File: src/rtl/surf_cout_align_ctrl.sv
// Training sequencer for one SURF COUT/DOUT input path. It sweeps the IDELAY taps to find the
// widest error-free eye, loads the eye centre, then bitslips until captures match the pattern.
module surf_cout_align_ctrl #(
  parameter int unsigned MAX_TAP       = 31,
  parameter int unsigned RST_CYCLES    = 8,
  parameter int unsigned SETTLE_CYCLES = 16,
  parameter int unsigned SAMPLES       = 4,
  parameter int unsigned MIN_EYE       = 4,
  parameter int unsigned TIMEOUT       = 255
) (
  input  logic        sysclk_i,
  input  logic        rst_n_i,
  input  logic        start_i,
  input  logic        target_i,
  input  logic [31:0] train_pattern_i,
  output logic        iserdes_rst_o,
  output logic [5:0]  idelay_value_o,
  output logic        idelay_cout_load_o,
  output logic        idelay_dout_load_o,
  output logic        iserdes_cout_bitslip_o,
  output logic        iserdes_dout_bitslip_o,
  output logic        cout_capture_o,
  output logic        dout_capture_o,
  input  logic [31:0] cout_data_i,
  input  logic        cout_valid_i,
  input  logic        cout_biterr_i,
  input  logic [7:0]  dout_data_i,
  input  logic        dout_valid_i,
  input  logic        dout_biterr_i,
  output logic        busy_o,
  output logic        done_o,
  output logic        fail_o,
  output logic [5:0]  eye_start_o,
  output logic [6:0]  eye_width_o,
  output logic [3:0]  bitslips_o
);

  localparam logic [15:0] RstLast     = 16'(RST_CYCLES - 1);
  localparam logic [15:0] SettleLast  = 16'(SETTLE_CYCLES - 1);
  localparam logic [15:0] TimeoutLast = 16'(TIMEOUT - 1);
  localparam logic [7:0]  SamplesLast = 8'(SAMPLES - 1);
  localparam logic [5:0]  MaxTap      = 6'(MAX_TAP);
  localparam logic [6:0]  MinEye      = 7'(MIN_EYE);

  typedef enum logic [3:0] {
    StIdle, StPrst, StLoad, StSettle, StSample, StSampWait, StCenter, StCload,
    StCsettle, StSlipChk, StSlipWait, StSlip, StSsettle, StDone, StFail
  } state_e;

  state_e      state_q, state_d;
  logic        target_q, target_d;
  logic [31:0] pattern_q, pattern_d;
  logic [5:0]  tap_q, tap_d;
  logic [15:0] cnt_q, cnt_d;
  logic [7:0]  smp_q, smp_d;
  logic [5:0]  run_start_q, run_start_d;
  logic [6:0]  run_len_q, run_len_d;
  logic [5:0]  best_start_q, best_start_d;
  logic [6:0]  best_width_q, best_width_d;
  logic [3:0]  slips_q, slips_d;
  logic        done_q, done_d;
  logic        fail_q, fail_d;

  logic        sel_valid, sel_biterr, sel_match;
  logic [3:0]  max_slips;
  logic        load_stb, slip_stb, cap_stb;
  logic        tap_end, tap_good;
  logic [5:0]  cand_start;
  logic [6:0]  cand_len;

  assign sel_valid  = target_q ? dout_valid_i : cout_valid_i;
  assign sel_biterr = target_q ? dout_biterr_i : cout_biterr_i;
  assign sel_match  = target_q ? (dout_data_i == pattern_q[7:0]) : (cout_data_i == pattern_q);
  assign max_slips  = target_q ? 4'd7 : 4'd3;

  always_comb begin
    state_d      = state_q;
    target_d     = target_q;
    pattern_d    = pattern_q;
    tap_d        = tap_q;
    cnt_d        = cnt_q;
    smp_d        = smp_q;
    run_start_d  = run_start_q;
    run_len_d    = run_len_q;
    best_start_d = best_start_q;
    best_width_d = best_width_q;
    slips_d      = slips_q;
    done_d       = done_q;
    fail_d       = fail_q;
    iserdes_rst_o = 1'b0;
    load_stb     = 1'b0;
    slip_stb     = 1'b0;
    cap_stb      = 1'b0;
    tap_end      = 1'b0;
    tap_good     = 1'b0;
    cand_start   = run_start_q;
    cand_len     = run_len_q;

    unique case (state_q)
      StIdle: begin
        if (start_i) begin
          target_d     = target_i;
          pattern_d    = train_pattern_i;
          tap_d        = '0;
          cnt_d        = '0;
          run_start_d  = '0;
          run_len_d    = '0;
          best_start_d = '0;
          best_width_d = '0;
          slips_d      = '0;
          done_d       = 1'b0;
          fail_d       = 1'b0;
          state_d      = StPrst;
        end
      end
      StPrst: begin
        iserdes_rst_o = 1'b1;
        tap_d         = '0;
        if (cnt_q == RstLast) begin
          cnt_d   = '0;
          state_d = StLoad;
        end else begin
          cnt_d = cnt_q + 16'd1;
        end
      end
      StLoad: begin
        load_stb = 1'b1;
        cnt_d    = '0;
        state_d  = StSettle;
      end
      StSettle: begin
        if (cnt_q == SettleLast) begin
          smp_d   = '0;
          state_d = StSample;
        end else begin
          cnt_d = cnt_q + 16'd1;
        end
      end
      StSample: begin
        cap_stb = 1'b1;
        cnt_d   = '0;
        state_d = StSampWait;
      end
      StSampWait: begin
        if (sel_valid) begin
          if (sel_biterr) begin
            tap_end = 1'b1;
          end else if (smp_q == SamplesLast) begin
            tap_end  = 1'b1;
            tap_good = 1'b1;
          end else begin
            smp_d   = smp_q + 8'd1;
            state_d = StSample;
          end
        end else if (cnt_q == TimeoutLast) begin
          tap_end = 1'b1;
        end else begin
          cnt_d = cnt_q + 16'd1;
        end
      end
      StCenter: begin
        if (best_width_q < MinEye) begin
          fail_d  = 1'b1;
          state_d = StFail;
        end else begin
          tap_d   = best_start_q + best_width_q[6:1];
          state_d = StCload;
        end
      end
      StCload: begin
        load_stb = 1'b1;
        cnt_d    = '0;
        state_d  = StCsettle;
      end
      StCsettle, StSsettle: begin
        if (cnt_q == SettleLast) begin
          state_d = StSlipChk;
        end else begin
          cnt_d = cnt_q + 16'd1;
        end
      end
      StSlipChk: begin
        cap_stb = 1'b1;
        cnt_d   = '0;
        state_d = StSlipWait;
      end
      StSlipWait: begin
        // A timed-out capture is treated as a mismatch and costs a bitslip.
        if (sel_valid || (cnt_q == TimeoutLast)) begin
          if (sel_valid && sel_match && !sel_biterr) begin
            done_d  = 1'b1;
            state_d = StDone;
          end else if (slips_q == max_slips) begin
            fail_d  = 1'b1;
            state_d = StFail;
          end else begin
            state_d = StSlip;
          end
        end else begin
          cnt_d = cnt_q + 16'd1;
        end
      end
      StSlip: begin
        slip_stb = 1'b1;
        slips_d  = slips_q + 4'd1;
        cnt_d    = '0;
        state_d  = StSsettle;
      end
      StDone, StFail: state_d = StIdle;
      default:        state_d = StIdle;
    endcase

    // Close the current run on a bad tap or at the last tap; ties keep the earlier eye.
    if (tap_end) begin
      if (tap_good) begin
        if (run_len_q == 7'd0) cand_start = tap_q;
        cand_len = run_len_q + 7'd1;
      end
      if (!tap_good || (tap_q == MaxTap)) begin
        if (cand_len > best_width_q) begin
          best_start_d = cand_start;
          best_width_d = cand_len;
        end
        run_len_d = '0;
      end else begin
        run_start_d = cand_start;
        run_len_d   = cand_len;
      end
      if (tap_q == MaxTap) begin
        state_d = StCenter;
      end else begin
        tap_d   = tap_q + 6'd1;
        state_d = StLoad;
      end
    end
  end

  always_ff @(posedge sysclk_i or negedge rst_n_i) begin
    if (!rst_n_i) begin
      state_q      <= StIdle;
      target_q     <= 1'b0;
      pattern_q    <= '0;
      tap_q        <= '0;
      cnt_q        <= '0;
      smp_q        <= '0;
      run_start_q  <= '0;
      run_len_q    <= '0;
      best_start_q <= '0;
      best_width_q <= '0;
      slips_q      <= '0;
      done_q       <= 1'b0;
      fail_q       <= 1'b0;
    end else begin
      state_q      <= state_d;
      target_q     <= target_d;
      pattern_q    <= pattern_d;
      tap_q        <= tap_d;
      cnt_q        <= cnt_d;
      smp_q        <= smp_d;
      run_start_q  <= run_start_d;
      run_len_q    <= run_len_d;
      best_start_q <= best_start_d;
      best_width_q <= best_width_d;
      slips_q      <= slips_d;
      done_q       <= done_d;
      fail_q       <= fail_d;
    end
  end

  assign idelay_value_o         = tap_q;
  assign idelay_cout_load_o     = load_stb & ~target_q;
  assign idelay_dout_load_o     = load_stb & target_q;
  assign iserdes_cout_bitslip_o = slip_stb & ~target_q;
  assign iserdes_dout_bitslip_o = slip_stb & target_q;
  assign cout_capture_o         = cap_stb & ~target_q;
  assign dout_capture_o         = cap_stb & target_q;
  assign busy_o      = (state_q != StIdle) && (state_q != StDone) && (state_q != StFail);
  assign done_o      = done_q;
  assign fail_o      = fail_q;
  assign eye_start_o = best_start_q;
  assign eye_width_o = best_width_q;
  assign bitslips_o  = slips_q;

endmodule
File: config.mk
export PLATFORM = sky130hd
export DESIGN_NAME = surf_cout_align_ctrl
export DESIGN_NICKNAME = d
export VERILOG_FILES = /design/src/rtl/surf_cout_align_ctrl.sv
export SDC_FILE = /design/constraint.sdc
export NUM_CORES = 1
export LEC_CHECK = 0
export CORE_MARGIN = 2
export CORE_UTILIZATION = 35
export CTS_CLUSTER_DIAMETER = 200
export DETAILED_ROUTE_END_ITERATION = 7
export GPL_TIMING_DRIVEN = 0
export HOLD_SLACK_MARGIN = 0.05
export PLACE_DENSITY_LB_ADDON = 0.05
export SYNTH_ARGS = -nofsm -noshare
export SYNTH_HDL_FRONTEND = slang
export SYNTH_SLANG_ARGS = --single-unit
File: constraint.sdc
create_clock -name sysclk_i -period 8.94 [get_ports sysclk_i]
set_input_delay 1.341 -clock sysclk_i [delete_from_list [all_inputs] [get_ports sysclk_i]]
set_output_delay 1.341 -clock sysclk_i [all_outputs]
set_load 0.02 [all_outputs]
==> out/summary.txt <==
outcome -> completed
Via Count -> 5116
WP data required -> 9.21 ns
final hold violations -> 0
vias per inst -> 5.25
Setup crit end kind -> flip-flop
Post-Synth Simple-Gate Area -> 19.2%
Critical Path AT -> 5.05 ns
critical path launch point type -> input pin
Power per Cell Area -> 254 nW/µm²
Slew Viols, Final -> 0
Final WS setup -> 4.16 ns
initial DRC count -> 333
row count -> 48
Core ar. -> 17300 µm²
crit path cell chain -> clkdlybuf4s50_1 > nor3b_1 > o2111ai_4 > or3_2 > nor2_1 > xnor2_1 > inv_1 > ha_1 > nand4_1 > a21oi_1 > a211oi_1 > nor4_4 > buf_6 > mux2i_1
final WL -> 16.6 mm
First-pass DRT Iterations -> 5
chip height -> 137 µm
worst-skew pair later-pin latency -> 0.36 ns
initial core utilization -> 35.8%
maximum vdd ir drop -> 0.000118 V
unique cell type count in the Yosys netlist -> 77
final setup TNS -> 0 ns
Syn Area/Cell -> 9.99 µm²
Final Critical Period -> 4.78 ns
dpl hpwl -> 12.6 mm
FILL cells -> 1649
DIE AREA -> 18800 µm²
io pins -> 113
Largest stage delay, worst path -> 0.60 ns
CP Class -> in -> reg
layout cells sized above 1 -> 13.1%
largest net degree at the start of global routing -> 62
IO buf count -> 112
CTS resizes -> 0
grt total ovfl -> 0
post-synthesis sequential area ratio -> 40.0%
Post-CTS Setup Bufs -> 0
adder-cell share of the synthesized area -> 4.16%
Setup-failing EPs final -> 0
root buffer cell -> clkbuf_16
clock-pin slew on the worst setup and hold paths -> 0.07 ns
pre-CTS setup slack -> 3.81 ns
fin nets -> 844
CTS Buf Count -> 9
wire per inst -> 17.0 µm
Slew @ Worst Pin -> 1.13 ns
Inserted Diodes -> 0
worst-path fanout max -> 10
Synth Area in XOR/XNOR -> 8.34%
CTS Hold Buffers Added -> 0
RSZ-0062 raised after global routing -> no
slowest cell on the critical path -> or3_2
first-pass GRT wire length -> 26.7 mm
total of max-cap violations -> 0
Synth Area in Compound Gates -> 14.0%
CTS max path bufs -> 2
Syn Nets -> 720
DRC viols -> 0
TritonCTS clock tree -> built
htree depth -> 3
Clock Skews -> 0.00795 ns
ys async rst share -> 100%
Placer Congestion -> 0.863
synth-to-layout area growth -> 28.3%
Worst Hold Class -> reg -> reg
Cell Area, Synth -> 6190 µm²
Slew headroom -> 24.0%
post-synth top area cell -> dfrtp_1
fin crit share -> 53.4%
leakage power -> 3.32 nW
FF+latch count, synth -> 99
multiplexer share of the synthesized area -> 10.2%
largest family of logic cells by synthesized area -> simple AND/OR/NAND/NOR gates
FMAX -> 0.209 GHz
CTS Sinks -> 99
die width -> 137 µm
Syn Inst Count -> 620
reg-to-reg slack, setup -> 5.09 ns
Post-DP Area -> 7620 µm²
main flop type after synthesis -> dfrtp_1
All-Layer GR Usage -> 18.4%
top-area cell type share of the netlist area -> 40.0%
top post-synthesis cells by area -> dfrtp_1, mux2_2, xor2_1, nand2_1, ha_1
initial antenna violation count -> 0
DRT antenna net count -> 0
design area -> 7950 µm²
vias in the first global route -> 5232
Synth warnings -> 0
total power -> 2.02 mW
Post-synth EDFFs -> 0
-- cells by family after synthesis --
logic type | count (synthesis)
fa+ha+maj | 20
compound gates | 122
mux | 58
buf+inv | 55
simple gates | 207
xor+xnor | 59
flops | 99
-- per-layer routing --
layer / GRT usage (%) / part of all wire, %
met3: 5.44 / 6.6
met4: 4.93 / 0.90
met1: 22.4 / 43
met5: 0 / 0
met2: 31.7 / 50
-- layout by cell type (no fill, tap or decap), types with 11 or more instances in the layout --
cell             instances
a21oi_1                 16
clkbuf_1                15
clkdlybuf4s50_1        111
dfrtp_1                 99
ha_1                    19
inv_1                   26
mux2_2                  36
mux2i_1                 18
nand2_1                 65
nand3_1                 18
nand4_1                 11
nor2_1                  30
nor3_1                  11
nor4_1                  12
o21ai_0                 40
xnor2_1                 17
xor2_1                  42
-- where the power goes --
part	switching [mW]	internal (mW)	total [mW]	leakage (nW)
clock	0.185	0.248	0.434	0.157
combinational	0.500	0.415	0.914	1.87
sequential	0.107	0.567	0.674	1.30
-- synth_stat cells (all sizes together) (2+ instances only) --
library cell and count:
xnor2 17, or3 6, a2bb2oi 2, o211ai 2
nor3 12, a41oi 2, or4 3, ha 19
a31oi 8, buf 13, xor2 42, and2 7
and3 8, nor3b 4, dfrtp 99, nor2 30
a21o 5, inv 26, nor4 17, o41ai 5
or2 4, nand2b 3, and4 3, o21ai 45
a22oi 6, nand3 18, clkbuf 16, o21a 2
a21oi 16, mux2 39, nor4b 2, mux2i 19
nand4 12, a221oi 3, a22o 3, and3b 2
nor2b 4, o31ai 10, nand2 65
-- area by class of cell --
class	instances	area, µm²	share of cell area, %
well taps	225	282	3.54
inverters	26	97.6	1.23
flip-flops and latches	99	2480	31.2
repair buffers	113	1150	14.4
plain buffers	29	158	1.98
multi-input cells	466	3460	43.6
clock inverters	7	98.8	1.24
clock buffers	9	225	2.83
-- final timing paths --
kind,depth (start not counted),endpoint,start
max,14,eye_width_o[0],cout_biterr_i
min,2,done_o,done_o
max reg2reg,14,eye_width_o[0],smp_q[0]
min reg2reg,2,done_o,done_o
max in group asynchronous,2,state_q[1],rst_n_i
min in group asynchronous,1,smp_q[6],rst_n_i
-- state kept, by name, indices dropped and copies added (netlist names) --
name            flops
run_start_q         6
run_len_q           7
eye_width_o         7
pattern_q          32
bitslips_o          4
cnt_q              16
state_q             4
done_o              1
idelay_value_o      6
fail_o              1
eye_start_o         6
smp_q               8
target_q            1
-- worst max-delay path: cells and delay by family --
| family | cells | cell delay (ns) |
|---|---|---|
| mux | 1 | 0.21 |
| fa+ha+maj | 1 | 0.30 |
| simple gates | 5 | 1.61 |
| xor+xnor | 1 | 0.19 |
| compound gates | 3 | 0.56 |
| buf+inv | 3 | 0.82 |
-- metrics by stage --
step	hold slack [ns]	utilization (%)	instances
2_1_floorplan	0.492	-	620
3_3_place_gp	0.498	43.9	957
3_5_place_dp	0.503	44.1	958
4_1_cts	0.515	45.9	974
5_1_grt	0.546	45.9	974
6_report	0.509	45.9	974
Note: power is estimated with default switching activity, not from simulation.
